==> config.mk <==
export PLATFORM = sky130hd
export DESIGN_NAME = mouse_select_ctrl
export DESIGN_NICKNAME = d
export VERILOG_FILES = /design/src/rtl/mouse_select_ctrl_pkg.sv /design/src/rtl/click_timer.sv /design/src/rtl/mouse_select_ctrl.sv
export SDC_FILE = /design/constraint.sdc
export NUM_CORES = 1
export LEC_CHECK = 0
export ABC_AREA = 0
export BUFFER_PORTS_ARGS = -buffer_cell sky130_fd_sc_hd__buf_2
export CELL_PAD_IN_SITES_DETAIL_PLACEMENT = 1
export CELL_PAD_IN_SITES_GLOBAL_PLACEMENT = 2
export CORE_MARGIN = 4
export CORE_UTILIZATION = 32
export DETAILED_ROUTE_END_ITERATION = 6
export PLACE_DENSITY_LB_ADDON = 0.12
export SLEW_MARGIN = 10
export SYNTH_ARGS = -nofsm -noshare
export SYNTH_HDL_FRONTEND = slang
export SYNTH_SLANG_ARGS = --single-unit
==> constraint.sdc <==
create_clock -name clk -period 3.4 [get_ports clk]
set_input_delay 0.68 -clock clk [delete_from_list [all_inputs] [get_ports clk]]
set_output_delay 0.68 -clock clk [all_outputs]
set_load 0.05 [all_outputs]
==> src/rtl/mouse_select_ctrl_pkg.sv <==
// Shared constants and helpers for the mouse selection controller:
// state encoding, coordinate width and parameter defaults.
package mouse_select_ctrl_pkg;

  localparam int COORD_W         = 10;
  localparam int DBL_WINDOW_DEF  = 25_000_000;
  localparam int DRAG_THRESH_DEF = 4;

  typedef enum logic [1:0] {
    ST_IDLE  = 2'd0,
    ST_PRESS = 2'd1,
    ST_DRAG  = 2'd2,
    ST_WAIT2 = 2'd3
  } state_e;

  // Distance between two coordinates, one bit wider so 0 - n cannot wrap.
  function automatic logic [COORD_W:0] abs_diff(input logic [COORD_W-1:0] a,
                                                input logic [COORD_W-1:0] b);
    logic [COORD_W:0] a_ext;
    logic [COORD_W:0] b_ext;
    a_ext = {1'b0, a};
    b_ext = {1'b0, b};
    if (a_ext >= b_ext) begin
      abs_diff = a_ext - b_ext;
    end else begin
      abs_diff = b_ext - a_ext;
    end
  endfunction

  // Smaller / larger of two coordinates, used to normalise the rectangle.
  function automatic logic [COORD_W-1:0] coord_min(input logic [COORD_W-1:0] a,
                                                   input logic [COORD_W-1:0] b);
    coord_min = (a < b) ? a : b;
  endfunction

  function automatic logic [COORD_W-1:0] coord_max(input logic [COORD_W-1:0] a,
                                                   input logic [COORD_W-1:0] b);
    coord_max = (a < b) ? b : a;
  endfunction

endpackage

==> src/rtl/click_timer.sv <==
// Double-click window counter: clears on request, counts while enabled,
// sticks at LIMIT and flags expiry once it gets there.
module click_timer #(
  parameter int LIMIT = 20,
  parameter int CNT_W = $clog2(LIMIT + 1)
) (
  input  logic clk,
  input  logic rst,
  input  logic clear,
  input  logic enable,
  output logic expired
);

  localparam logic [CNT_W-1:0] LIMIT_C = CNT_W'(LIMIT);

  logic [CNT_W-1:0] count_q;
  logic [CNT_W-1:0] count_d;

  // Next count: clear has priority, otherwise count up but never past LIMIT.
  always_comb begin
    count_d = count_q;
    if (clear) begin
      count_d = '0;
    end else if (enable && (count_q != LIMIT_C)) begin
      count_d = count_q + 1'b1;
    end
  end

  // Counter register with synchronous active-low reset.
  always_ff @(posedge clk) begin
    if (!rst) begin
      count_q <= '0;
    end else begin
      count_q <= count_d;
    end
  end

  assign expired = (count_q == LIMIT_C);

endmodule

==> src/rtl/mouse_select_ctrl.sv <==
// Mouse selection controller: turns raw button levels and cursor position
// into click / double-click pulses and a normalised drag rectangle.
module mouse_select_ctrl
  import mouse_select_ctrl_pkg::*;
#(
  parameter int DBL_WINDOW  = DBL_WINDOW_DEF,
  parameter int DRAG_THRESH = DRAG_THRESH_DEF
) (
  input  logic         clk,
  input  logic         rst,
  input  logic [9:0]   mouse_x,
  input  logic [9:0]   mouse_y,
  input  logic         mouse_left,
  input  logic         mouse_right,
  output logic         click,
  output logic         dbl_click,
  output logic         sel_active,
  output logic         sel_valid,
  output logic [9:0]   sel_x0,
  output logic [9:0]   sel_y0,
  output logic [9:0]   sel_x1,
  output logic [9:0]   sel_y1,
  output logic [1:0]   state
);

  localparam logic [COORD_W:0] THRESH_C = (COORD_W + 1)'(DRAG_THRESH);

  state_e             state_q, state_d;
  logic               left_prev_q, left_prev_d;
  logic               right_prev_q, right_prev_d;
  logic [COORD_W-1:0] anchor_x_q, anchor_x_d;
  logic [COORD_W-1:0] anchor_y_q, anchor_y_d;
  logic [COORD_W-1:0] end_x_q, end_x_d;
  logic [COORD_W-1:0] end_y_q, end_y_d;
  logic               dbl_q, dbl_d;
  logic               sel_active_q, sel_active_d;
  logic               sel_valid_q, sel_valid_d;
  logic               click_q, click_d;
  logic               dbl_click_q, dbl_click_d;

  logic               left_rise;
  logic               right_rise;
  logic               over_thresh;
  logic               timer_clear;
  logic               timer_enable;
  logic               timer_expired;

  click_timer #(
    .LIMIT (DBL_WINDOW)
  ) u_click_timer (
    .clk     (clk),
    .rst     (rst),
    .clear   (timer_clear),
    .enable  (timer_enable),
    .expired (timer_expired)
  );

  // Button edge detection; a left press is ignored while right is held.
  always_comb begin
    left_prev_d  = mouse_left;
    right_prev_d = mouse_right;
    right_rise   = mouse_right & ~right_prev_q;
    left_rise    = mouse_left & ~left_prev_q & ~mouse_right;
    over_thresh  = (abs_diff(mouse_x, anchor_x_q) > THRESH_C) ||
                   (abs_diff(mouse_y, anchor_y_q) > THRESH_C);
  end

  // Next-state and registered-output logic for the selection FSM.
  always_comb begin
    state_d      = state_q;
    anchor_x_d   = anchor_x_q;
    anchor_y_d   = anchor_y_q;
    end_x_d      = end_x_q;
    end_y_d      = end_y_q;
    dbl_d        = dbl_q;
    sel_active_d = sel_active_q;
    sel_valid_d  = sel_valid_q;
    click_d      = 1'b0;
    dbl_click_d  = 1'b0;
    timer_clear  = 1'b0;
    timer_enable = (state_q == ST_WAIT2);

    if (right_rise) begin
      // Right button cancels everything, whatever the left button does.
      state_d      = ST_IDLE;
      sel_active_d = 1'b0;
      sel_valid_d  = 1'b0;
      dbl_d        = 1'b0;
      timer_clear  = 1'b1;
    end else begin
      case (state_q)
        ST_IDLE: begin
          if (left_rise) begin
            anchor_x_d = mouse_x;
            anchor_y_d = mouse_y;
            state_d    = ST_PRESS;
          end
        end
        ST_PRESS: begin
          // Release is checked first so a move on the release cycle is ignored.
          if (!mouse_left) begin
            if (dbl_q) begin
              state_d = ST_IDLE;
            end else begin
              click_d     = 1'b1;
              timer_clear = 1'b1;
              state_d     = ST_WAIT2;
            end
          end else if (over_thresh) begin
            state_d      = ST_DRAG;
            sel_active_d = 1'b1;
            sel_valid_d  = 1'b0;
            end_x_d      = mouse_x;
            end_y_d      = mouse_y;
          end
        end
        ST_DRAG: begin
          end_x_d = mouse_x;
          end_y_d = mouse_y;
          if (!mouse_left) begin
            sel_active_d = 1'b0;
            sel_valid_d  = 1'b1;
            state_d      = ST_IDLE;
          end
        end
        ST_WAIT2: begin
          if (timer_expired) begin
            // Window closed: a press now is an ordinary first press.
            if (left_rise) begin
              anchor_x_d = mouse_x;
              anchor_y_d = mouse_y;
              dbl_d      = 1'b0;
              state_d    = ST_PRESS;
            end else begin
              state_d = ST_IDLE;
            end
          end else if (left_rise) begin
            dbl_click_d = 1'b1;
            anchor_x_d  = mouse_x;
            anchor_y_d  = mouse_y;
            dbl_d       = 1'b1;
            state_d     = ST_PRESS;
          end
        end
        default: begin
          state_d = ST_IDLE;
        end
      endcase
    end

    if (state_d == ST_IDLE) begin
      dbl_d = 1'b0;
    end
  end

  // State and datapath registers with synchronous active-low reset.
  always_ff @(posedge clk) begin
    if (!rst) begin
      state_q      <= ST_IDLE;
      left_prev_q  <= 1'b0;
      right_prev_q <= 1'b0;
      anchor_x_q   <= '0;
      anchor_y_q   <= '0;
      end_x_q      <= '0;
      end_y_q      <= '0;
      dbl_q        <= 1'b0;
      sel_active_q <= 1'b0;
      sel_valid_q  <= 1'b0;
      click_q      <= 1'b0;
      dbl_click_q  <= 1'b0;
    end else begin
      state_q      <= state_d;
      left_prev_q  <= left_prev_d;
      right_prev_q <= right_prev_d;
      anchor_x_q   <= anchor_x_d;
      anchor_y_q   <= anchor_y_d;
      end_x_q      <= end_x_d;
      end_y_q      <= end_y_d;
      dbl_q        <= dbl_d;
      sel_active_q <= sel_active_d;
      sel_valid_q  <= sel_valid_d;
      click_q      <= click_d;
      dbl_click_q  <= dbl_click_d;
    end
  end

  // Outputs decoded from registers, forced quiet while reset is held.
  always_comb begin
    click      = click_q & rst;
    dbl_click  = dbl_click_q & rst;
    sel_active = sel_active_q & rst;
    sel_valid  = sel_valid_q & rst;
    sel_x0     = rst ? coord_min(anchor_x_q, end_x_q) : '0;
    sel_x1     = rst ? coord_max(anchor_x_q, end_x_q) : '0;
    sel_y0     = rst ? coord_min(anchor_y_q, end_y_q) : '0;
    sel_y1     = rst ? coord_max(anchor_y_q, end_y_q) : '0;
    state      = state_q;
  end

endmodule
==> metrics.cfg <==
[status]
outcome = finished, violations left
violations = negative setup slack

[routing]
drc = 0
vias = 6675
drt-vias-per-instance = 5.17
drt_wl_total_microns = 23900
dr.pass1.iters = 4
ant_nets = 0
drtIter0Drc = 218
wire_per_inst_microns = 18.5

[placement]
place_congestion = 0.904
placed_area_sq_um = 8020
place.detailed.hpwl_microns = 17200
portBuffers = 69
post-place-cells = 1252

[pwr]
ir_worst_vdd_v = 0.000256
p_leak_uw = 0.00389
power.density_nw_per_um2 = 352

[worst_setup_path]
slowest_delay_ns = 0.32
cp_slowest_cell = dfxtp_2
r2r_start = anchor_x_q[1]$_SDFFE_PN0P_
arrival_ns = 2.84
path_cells = buf_6 > ha_4 > a21o_1 > a21o_1 > a21oi_2 > nor2b_1 > o21ai_1 > a211o_1 > o21ai_4 > buf_12 > buf_12 > mux2i_4 > nor2_2 > buf_6
crit_fanout = 7
crit_type = register to output port
regToRegSetupSlack_ns = 0.05
crit_path_start_kind = register
cp.required_ns = 2.72
critical_path_depth = 14
worstSetupEndpointType = output port
reg2reg_to = end_x_q[8]$_SDFFE_PN0P_
worst-path-buf-inv = 4
rr_worst_depth = 15
cp_top_family = compound AO/OA/AOI/OAI gates

[yosys]
netlist_area_sq_um = 6360
synth-async-reset-ratio = 0
yosysWarnings = 0
synth_seq_cells = 74
synth_nets = 917
yosys.area.top_type = dfxtp_1
synth-edff-count = 0
synth.most_common_cell = nor2_1
synth_area_per_cell_sq_um = 7.70
yosysUniqueCellTypes = 68
synthFlopType = dfxtp_1
synthCells = 825
ys_top_cells_by_count = nor2_1, dfxtp_1, inv_1, nand2_1, ha_1
synth.area.top_cells = dfxtp_1, ha_1, mux2i_1, nor2_1, a21oi_1
ys_seq_area_frac = 0.233
synth_top_area_share = 0.233

[sta]
drv_slew = 0
final-setup-viol-count = 14
tightest_slew_ns = 0.919
max_freq_ghz = 0.284
timing.final.hold_violations = 0
post-route-period-util = 1.04
final.setup.tns_ns = -1.05
fin_crit_ns = 3.52
clock_skew_ns = 0.00658
rsz0062_at_grt = true
slew_headroom = 0.387
fin_ws_ns = -0.123

[min_path]
hold_class = register to register
min_delay_path_depth = 2
hold_path_end = sel_active_q$_SDFFE_PP0P_
hp-start = sel_active_q$_SDFFE_PP0P_

[die]
ios = 70
dieWidth_microns = 149
die_y_microns = 149
die-area_sq_um = 22200
floorplan.initialDensity = 0.326
core-area_sq_um = 19500
rows = 51

[layout]
antennaDiodeCount = 0
post-route-util = 0.502
stdcell_area_sq_um = 9810
area_growth_pct = 54.4
drive_gt1_frac = 0.440
nets = 1112
fin_cells = 1290
final.fill_count = 2295

[global_route]
globalRouteOverflowTotal = 0
track_usage = 0.199
grt_pass1_wl_microns = 36300
grt_pass1_vias = 7077
grt_max_degree = 32
antenna_found_initial = 0

[clocking]
ctsRootBufferMaster = clkbuf_16
hold_buffers = 0
cts_buffers = 9
path_clk_slew_ns = 0.06
clk-insertion-delay-late_ns = 0.34
cts_sinks = 74
htreeDepth = 3
cts_tree = yes
max-clock-path-buffers = 2

[job]
maxCapViolCount = 0

==> stage by stage <==
stage	hold slack, ns	total power (uW)	setup WS (ns)
2_1_floorplan	0.454	1560	-0.0177
5_1_grt	0.519	3610	-0.207
3_5_place_dp	0.482	1940	-0.613
3_3_place_gp	0.475	1920	-0.520
6_report	0.501	3460	-0.123
4_1_cts	0.479	3290	-0.0558
==> timing repair <==
action / 4_1_cts / 5_1_grt
endpoints found under the setup margin: 65 / 65
pin swaps: 13 / 33
gates resized for setup: 125 / 168
buffers inserted: 9 / 14
cloned: 2 / 3
==> final cells by class <==
class	count	area, sq um	area share
inverters	70	267	0.0272
repair buffers	225	1930	0.196
flip-flops and latches	74	1500	0.153
clock buffers	11	253	0.0258
well taps	265	332	0.0338
multi-input cells	640	5430	0.554
clock inverters	5	100	0.0102
==> worst max-delay path by stage <==
stage | startpoint | end | slack, ns
2_1_floorplan | mouse_y[6] | end_x_q[1]$_SDFFE_PN0P_ | -0.02
3_3_place_gp | mouse_x[0] | end_x_q[1]$_SDFFE_PN0P_ | -0.52
3_5_place_dp | mouse_x[3] | end_x_q[4]$_SDFFE_PN0P_ | -0.61
4_1_cts | anchor_x_q[1]$_SDFFE_PN0P_ | sel_x1[7] | -0.06
5_1_grt | anchor_x_q[1]$_SDFFE_PN0P_ | sel_x1[0] | -0.21
6_report | anchor_x_q[1]$_SDFFE_PN0P_ | sel_x1[5] | -0.12
==> cells in the final DEF (no fill, tap or decap), types with 15 or more instances in the layout <==
cell type    n
nand2_1     67
o31ai_2     17
dfxtp_1     63
nand3_2     15
buf_6       48
xor2_1      16
buf_2       26
ha_4        16
nor2_1      53
mux2i_2     17
nor2_2      40
inv_1       61
a21oi_1     44
ha_1        42
nand3_1     27
buf_4      142
o21ai_0     28
==> registers in the layout, summed over array words and instances, names as in the netlist <==
| name | flops |
|---|---|
| anchor_x_q | 10 |
| anchor_y_q | 10 |
| click_q | 1 |
| dbl_click_q | 1 |
| dbl_q | 1 |
| end_x_q | 10 |
| end_y_q | 10 |
| left_prev_q | 1 |
| right_prev_q | 1 |
| sel_active_q | 1 |
| sel_valid_q | 1 |
| state | 2 |
| u_click_timer.count_q | 25 |
==> logic make-up (layout without fill, tap and decap cells) <==
kind of cell,count (synthesis),in the layout,share of synthesized area
xor gates and xnor gates,28,28,0.0386
muxes,42,42,0.0661
adders and majority gates,68,68,0.139
DFF,74,74,0.233
and+or+nand+nor,305,305,0.234
AOI/OAI and AO/OA,197,197,0.219
buffers and inverters,111,311,0.0705
==> power breakdown <==
group | switching, uW | total (uW) | leakage (uW) | internal (uW)
Sequential | 26.1 | 915 | 0.000605 | 889
Combinational | 726 | 1400 | 0.00311 | 672
Clock | 388 | 1140 | 0.000176 | 755
Total | 1140 | 3460 | 0.00389 | 2320
==> per-layer routing <==
layer | global-route usage | part of all wire | vias to the layer above
met5 | 0 | 0 | -
met4 | 0.0394 | 0.011 | 0
met3 | 0.0204 | 0.016 | 18
met1 | 0.262 | 0.46 | 3317
met2 | 0.355 | 0.52 | 60
li1 | - | - | 3280
==> worst reg2reg max path: stages, from the launching register on <==
cell	delay [ns]
dfxtp_2	0.32
buf_4	0.15
ha_4	0.25
nor2b_4	0.13
o31a_1	0.32
o21a_1	0.26
nor4b_4	0.34
buf_4	0.16
o21ai_1	0.06
or3b_4	0.24
nor4b_4	0.04
buf_4	0.17
o21ai_4	0.37
clkbuf_16	0.26
nand3_2	0.09
o31ai_2	0.10
(Power assumes the default switching activity.)
